[src/rtl/acc_cpu_core.sv]
// Multi-cycle accumulator CPU: IDLE/FETCH/DECODE/EXEC over one ready-handshaked memory port.
// Optional build macro ACC_CPU_JZ_EN turns op=11 from JMP into JZ (jump only when zero=1).
module acc_cpu_core #(
    parameter int                DATA_W   = 8,
    parameter logic [DATA_W-3:0] RESET_PC = '0
) (
    input  logic              clk,
    input  logic              rst_n,
    output logic [DATA_W-3:0] mem_addr,
    output logic              mem_rd,
    output logic              mem_wr,
    output logic [DATA_W-1:0] mem_wdata,
    input  logic [DATA_W-1:0] mem_rdata,
    input  logic              mem_ready,
    output logic [DATA_W-3:0] pc,
    output logic [DATA_W-1:0] ac,
    output logic [DATA_W-1:0] ir,
    output logic              zero,
    output logic              carry,
    output logic              instr_done,
    output logic [1:0]        state
);
    localparam int ADDR_W = DATA_W - 2;

    localparam logic [1:0] OP_LDA = 2'b00;
    localparam logic [1:0] OP_STA = 2'b01;
    localparam logic [1:0] OP_ADD = 2'b10;
    localparam logic [1:0] OP_JMP = 2'b11;

    typedef enum logic [1:0] {
        IDLE   = 2'd0,
        FETCH  = 2'd1,
        DECODE = 2'd2,
        EXEC   = 2'd3
    } state_t;

    state_t              state_q, state_d;
    logic [1:0]          op;
    logic [ADDR_W-1:0]   adr;
    logic [DATA_W:0]     sum;
    logic                retire;

    assign op        = ir[DATA_W-1:DATA_W-2];
    assign adr       = ir[ADDR_W-1:0];
    assign sum       = {1'b0, ac} + {1'b0, mem_rdata};
    assign mem_wdata = ac;
    assign state     = state_q;

    always_ff @(posedge clk or negedge rst_n) begin
        if (!rst_n) state_q <= IDLE;
        else        state_q <= state_d;
    end

    // Requests are pure decodes of state/ir, so they stay stable until the ready edge.
    always_comb begin
        state_d  = state_q;
        mem_rd   = 1'b0;
        mem_wr   = 1'b0;
        mem_addr = '0;
        retire   = 1'b0;
        case (state_q)
            IDLE: state_d = FETCH;
            FETCH: begin
                mem_rd   = 1'b1;
                mem_addr = pc;
                if (mem_ready) state_d = DECODE;
            end
            DECODE: begin
                if (op == OP_JMP) begin
                    retire  = 1'b1;
                    state_d = FETCH;
                end else begin
                    state_d = EXEC;
                end
            end
            EXEC: begin
                mem_addr = adr;
                mem_rd   = (op != OP_STA);
                mem_wr   = (op == OP_STA);
                if (mem_ready) begin
                    retire  = 1'b1;
                    state_d = FETCH;
                end
            end
            default: state_d = IDLE;
        endcase
    end

    always_ff @(posedge clk or negedge rst_n) begin
        if (!rst_n) begin
            pc         <= RESET_PC;
            ac         <= '0;
            ir         <= '0;
            zero       <= 1'b0;
            carry      <= 1'b0;
            instr_done <= 1'b0;
        end else begin
            instr_done <= retire;
            case (state_q)
                FETCH: begin
                    if (mem_ready) begin
                        ir <= mem_rdata;
                        pc <= pc + ADDR_W'(1);
                    end
                end
                DECODE: begin
`ifdef ACC_CPU_JZ_EN
                    if (op == OP_JMP && zero) pc <= adr;
`else
                    if (op == OP_JMP) pc <= adr;
`endif
                end
                EXEC: begin
                    if (mem_ready) begin
                        case (op)
                            OP_LDA: begin
                                ac   <= mem_rdata;
                                zero <= (mem_rdata == '0);
                            end
                            OP_ADD: begin
                                {carry, ac} <= sum;
                                zero        <= (sum[DATA_W-1:0] == '0);
                            end
                            default: ;
                        endcase
                    end
                end
                default: ;
            endcase
        end
    end
endmodule

[config.mk]
export PLATFORM = sky130hd
export DESIGN_NAME = acc_cpu_core
export DESIGN_NICKNAME = d
export VERILOG_FILES = /design/src/rtl/acc_cpu_core.sv
export SDC_FILE = /design/constraint.sdc
export NUM_CORES = 1
export LEC_CHECK = 0
export BUFFER_PORTS_ARGS = -buffer_cell sky130_fd_sc_hd__buf_4
export CAP_MARGIN = 0
export CORE_AREA = 3 3 64 66
export DETAILED_ROUTE_END_ITERATION = 7
export DIE_AREA = 0 0 67 69
export PLACE_DENSITY_LB_ADDON = 0.1
export SETUP_SLACK_MARGIN = 0.15
export SLEW_MARGIN = 10
export SYNTH_ARGS = -nofsm -noshare
export SYNTH_HDL_FRONTEND = slang
export SYNTH_SLANG_ARGS = --single-unit
export TNS_END_PERCENT = 5
[constraint.sdc]
create_clock -name clk -period 3.12 [get_ports clk]
set_clock_uncertainty 0.1 [all_clocks]
set_input_delay 0.936 -clock clk [delete_from_list [all_inputs] [get_ports clk]]
set_output_delay 0.936 -clock clk [all_outputs]
set_load 0.05 [all_outputs]
# Word-level counts from Yosys, hierarchy flattened
# Index checks and enable logic that the tools add are counted.
# op_classes
eq_ne	10
mux	15
n_reduce_logical	11
addsub	2
# op_table
operator	count
$pmux 6 s2	2
$logic_not 8->1	2
$pmux 8 s2	1
$mux 6	2
$add 8x8->9	1
$reduce_and 3->1	3
$eq 2x2->1 const B	4
$pmux 2 s4	1
$add 6x1->6 const B	1
$mux 2	3
$ne 2x2->1 const B	3
$pmux 1 s2	3
$eq 2x1->1 const B	2
$logic_not 2->1	2
$reduce_and 2->1	2
$reduce_bool 2->1	2
$mux 1	3
$ne 2x1->1 const B	1
# word_totals
in_bits	11
ff_bits	27

# Logic depth before layout (Yosys ltp)
# logic_depth
ltp_word	3
mapped_depth	10
mapped_depth_nobuf	9

# Least setup slack after synthesis
# OpenSTA, ideal clock, no wires.
# synth_timing
path_type	input to register
start	input mem_rdata[0]
end	register zero
path_buffers	0
t_arrival_ns	2.787
required_time_ns	2.944
setup_ns	0.076
stages	8
path_slack_ns	0.157
path_cell_list	ha_1 -> inv_1 -> fa_1 -> xnor2_1 -> or4_1 -> or3_1 -> or3_1 -> o21ai_1
# synth_between
elab_chain_cells	3
elab_cells_between_ends	4
# synth_lines
item	line_no	rtl
from (decl)	13	input logic [DATA_W-1:0] mem_rdata,
$add 8x8->9	45	assign sum = {1'b0, ac} + {1'b0, mem_rdata};
$logic_not 8->1	122	zero <= (sum[DATA_W-1:0] == '0);
$pmux 1 s2 (*)	115	case (op)
to (signal assigned)	118	zero <= (mem_rdata == '0);
to (signal assigned)	122	
to (decl)	18	output logic zero,
# Mark *: on every way between the ends. The rest lies on a longest branch, timed or not.
# A chain may end at the register's enable or synchronous reset.

# Final worst setup path
# Ends and elaborated chain as after synthesis.

==> metrics.md <==
| Metric | Value |
|---|---|
| Max Cap Viol | `0` |
| Largest family of logic cells by synthesized area | `compound AO/OA/AOI/OAI gates` |
| Simple-Gate Fraction of Synth Area | `16.8%` |
| H-tree levels | `1` |
| Worst R2R Path Depth | `7` |
| Setup violators final | `0` |
| Synth Area in XOR/XNOR | `1.48%` |
| DR WL/cell | `14.3 um` |
| Buffers on Ports | `53` |
| Ys flop type | `dfrtp_1` |
| Critical Path End Type | `flop` |
| Post-synthesis mux area share | `5.58%` |
| Run status | `completed` |
| Die Ht | `69 um` |
| Syn_nets | `223` |
| Post-synthesis cell count | `198` |
| Final GP Congestion | `0.862` |
| Final Cycle Share | `about nine tenths` |
| FF/Latch Area | `roughly 680 um2` |
| Filler instances | `between 300 and 400` |
| Flops & latches, synth | `27` |
| Synth Cell Area | `1770 um2` |
| CP required | `about 3.2 ns` |
| Root buf cell | `clkbuf_8` |
| Final Hold Vio Count | `0` |
| Area delta synth->final | `24.4%` |
| Initial Util | `48.8%` |
| CORE AREA | `3630 um2` |
| Clock Sinks | `27` |
| Std-Cell Rows | `22` |
| Largest net degree at the start of global routing | `28` |
| Die width | `67 um` |
| Post-CTS Setup Inserts | `0` |
| Fraction of layout instances using a drive strength above 1 | `between 20% and 30%` |
| Crit path launch type | `primary input` |
| Multi-input gate area | `976 um2` |
| Compound-gate portion of the synthesized area | `20.9%` |
| Io pins | `54` |
| Drt pass-1 iters | `4` |
| Clock-pin slew of the registers on the worst-case setup and hold paths | `0.10 ns` |
| Largest area contributor in the netlist | `dfrtp_1` |
| Asr flop ratio synth | `between 90% and 100%` |
| Clk buf depth | `2` |
| # nets final | `267` |
| Number of synthesized flops with an enable pin | `0` |
| Top cells by area, synth | `dfrtp_1 38%, ha_1 9.2%, o21ai_0 5.1%` |
| R2R setup slack | `between 0.4 and 0.5 ns` |
| Worst-margin pin slew | `0.416 ns` |
| Initial antenna violation count | `0` |
| Number of CTS-inserted buffers | `3` |
| Die area | `4620 um2` |
| Hold Buf Count CTS | `0` |
| Critical Path AT | `a little under 3 ns` |
| Synth top cells by count | `27 x dfrtp_1, 20 x nand2_1, 18 x o21ai_0, 14 x nor2_1, 13 x ha_1` |
| Tmin final | `2.85 ns` |
| Vias/cell | `about 5.4` |
| Slew margin rel. | `72.3%` |
| Fmax | `~350 MHz` |
| Diodes inserted | `0` |
| Ys Warns | `0` |
| Post-Synthesis Mean Instance Area | `approximately 8.9 um2` |
| CTS tree | `built` |
| RSZ-0062 raised after global routing | `false` |
| First-pass GRT wire length | `6960 um` |
| GRT Util Overall | `19.0%` |
| Remaining Overflow, GRT | `0` |
| Post-CTS sizing | `0` |
| Hold Crit Class | `in2async` |
| Vias in the first global route | `1,476` |
| Drt drc | `0` |
| DP HPWL | `3190 um` |
| Top-area cell type share of the netlist area | `38.1%` |
| Final wirelength | `4120 um` |
| Most frequent cell after synthesis | `dfrtp_1` |
| Fin. max-slew vios | `0` |
| Adder-cell area share of the yosys netlist | `10.3%` |
| Worst-Skew Late Latency | `0.28 ns` |
| Post-synth cell types | `36` |
| Initial drt markers | `48` |
| Detail Route Antenna Nets | `0` |
| TNS Setup | `0 ns` |
| Via count | `1,569` |
| CP Class | `in2reg` |
| Post-synthesis sequential area ratio | `around two fifths` |
| Crit path max fanout | `2` |
per-layer routing:
layer,track usage [%],wire length (um),vias to the layer above
met5,0,0,-
met4,5.63,78,0
met3,3.58,186,8
met2,30.5,2030,35
met1,25.8,1830,734
li1,-,-,792
cells by family (layout without fill, tap and decap cells):
family / Yosys count / count (layout)
mux: 9 / 9
fa+ha+maj: 14 / 14
compound gates: 59 / 59
xor+xnor: 3 / 3
flops: 27 / 27
simple gates: 62 / 62
buf+inv: 24 / 67
per-stage QoR:
step / setup WS (ns) / cells / instance area [um2] / utilization, % / hold WS, ns
final: 0.270 / 289 / 2200 / 60.6 / 0.448
after global routing: 0.181 / 289 / 2200 / 60.6 / 0.468
after CTS: 0.270 / 289 / 2200 / 60.6 / 0.454
after detailed placement: -0.0458 / 285 / 2150 / 59.3 / 0.426
after global placement: 0.0105 / 285 / 2150 / 59.3 / 0.432
after floorplan: 0.157 / 198 / 1770 / - / 0.540
layout make-up:
| class | count | share of cell area, % |
|---|---|---|
| sequential | 27 | 30.7 |
| inverter | 8 | 1.36 |
| tap | 48 | 2.73 |
| multi-input combinational | 147 | 44.3 |
| clock inverter | 1 | 0.341 |
| clock buffer | 3 | 1.87 |
| timing repair buffer | 55 | 18.7 |
worst paths after layout:
kind / end / start
min in group clk: carry / carry
max reg2reg: zero / state[0]
max in group asynchronous: ac[6] / rst_n
min: state[1] / rst_n
max: zero / mem_rdata[0]
min reg2reg: carry / carry
placed cells by master, fill, tap and decap left out, drive strengths merged:
cell type,synthesis,final
a21o,2,2
mux2,7,7
mux2i,2,2
o311ai,2,2
o31ai,1,1
dfrtp,27,27
a21oi,11,11
nand3,6,6
ha,13,13
inv,8,8
and2,1,1
o22ai,9,9
nand2,20,20
nor3b,1,1
nor2b,4,4
o21a,2,2
o21ai,20,20
a211o,1,1
fa,1,1
or3,2,2
xnor2,1,1
xor2,2,2
clkinvlp,0,1
and3,2,2
o21bai,1,1
a22o,8,8
nor4,2,2
buf,8,55
and4b,1,1
nor2,14,14
nand2b,4,4
nor3,3,3
o31a,2,2
or4,1,1
or2,1,1
clkbuf,8,3
worst max-delay path, stage by stage:
cell and delay [ns]:
buf_4 0.09, ha_1 0.15, inv_1 0.05, fa_1 0.40, xnor2_1 0.15, or4_1 0.46, or3_1 0.31, or3_1 0.31
o21ai_1 0.11
flip-flops by register name, summed over array words and instances (netlist names):
register / cells
carry: 1
pc: 6
zero: 1
instr_done: 1
ir: 8
ac: 8
state: 2
Power is left out: the tool's default activity adds up to more than one toggle a clock period on the data nets, which glitch-free logic cannot reach.
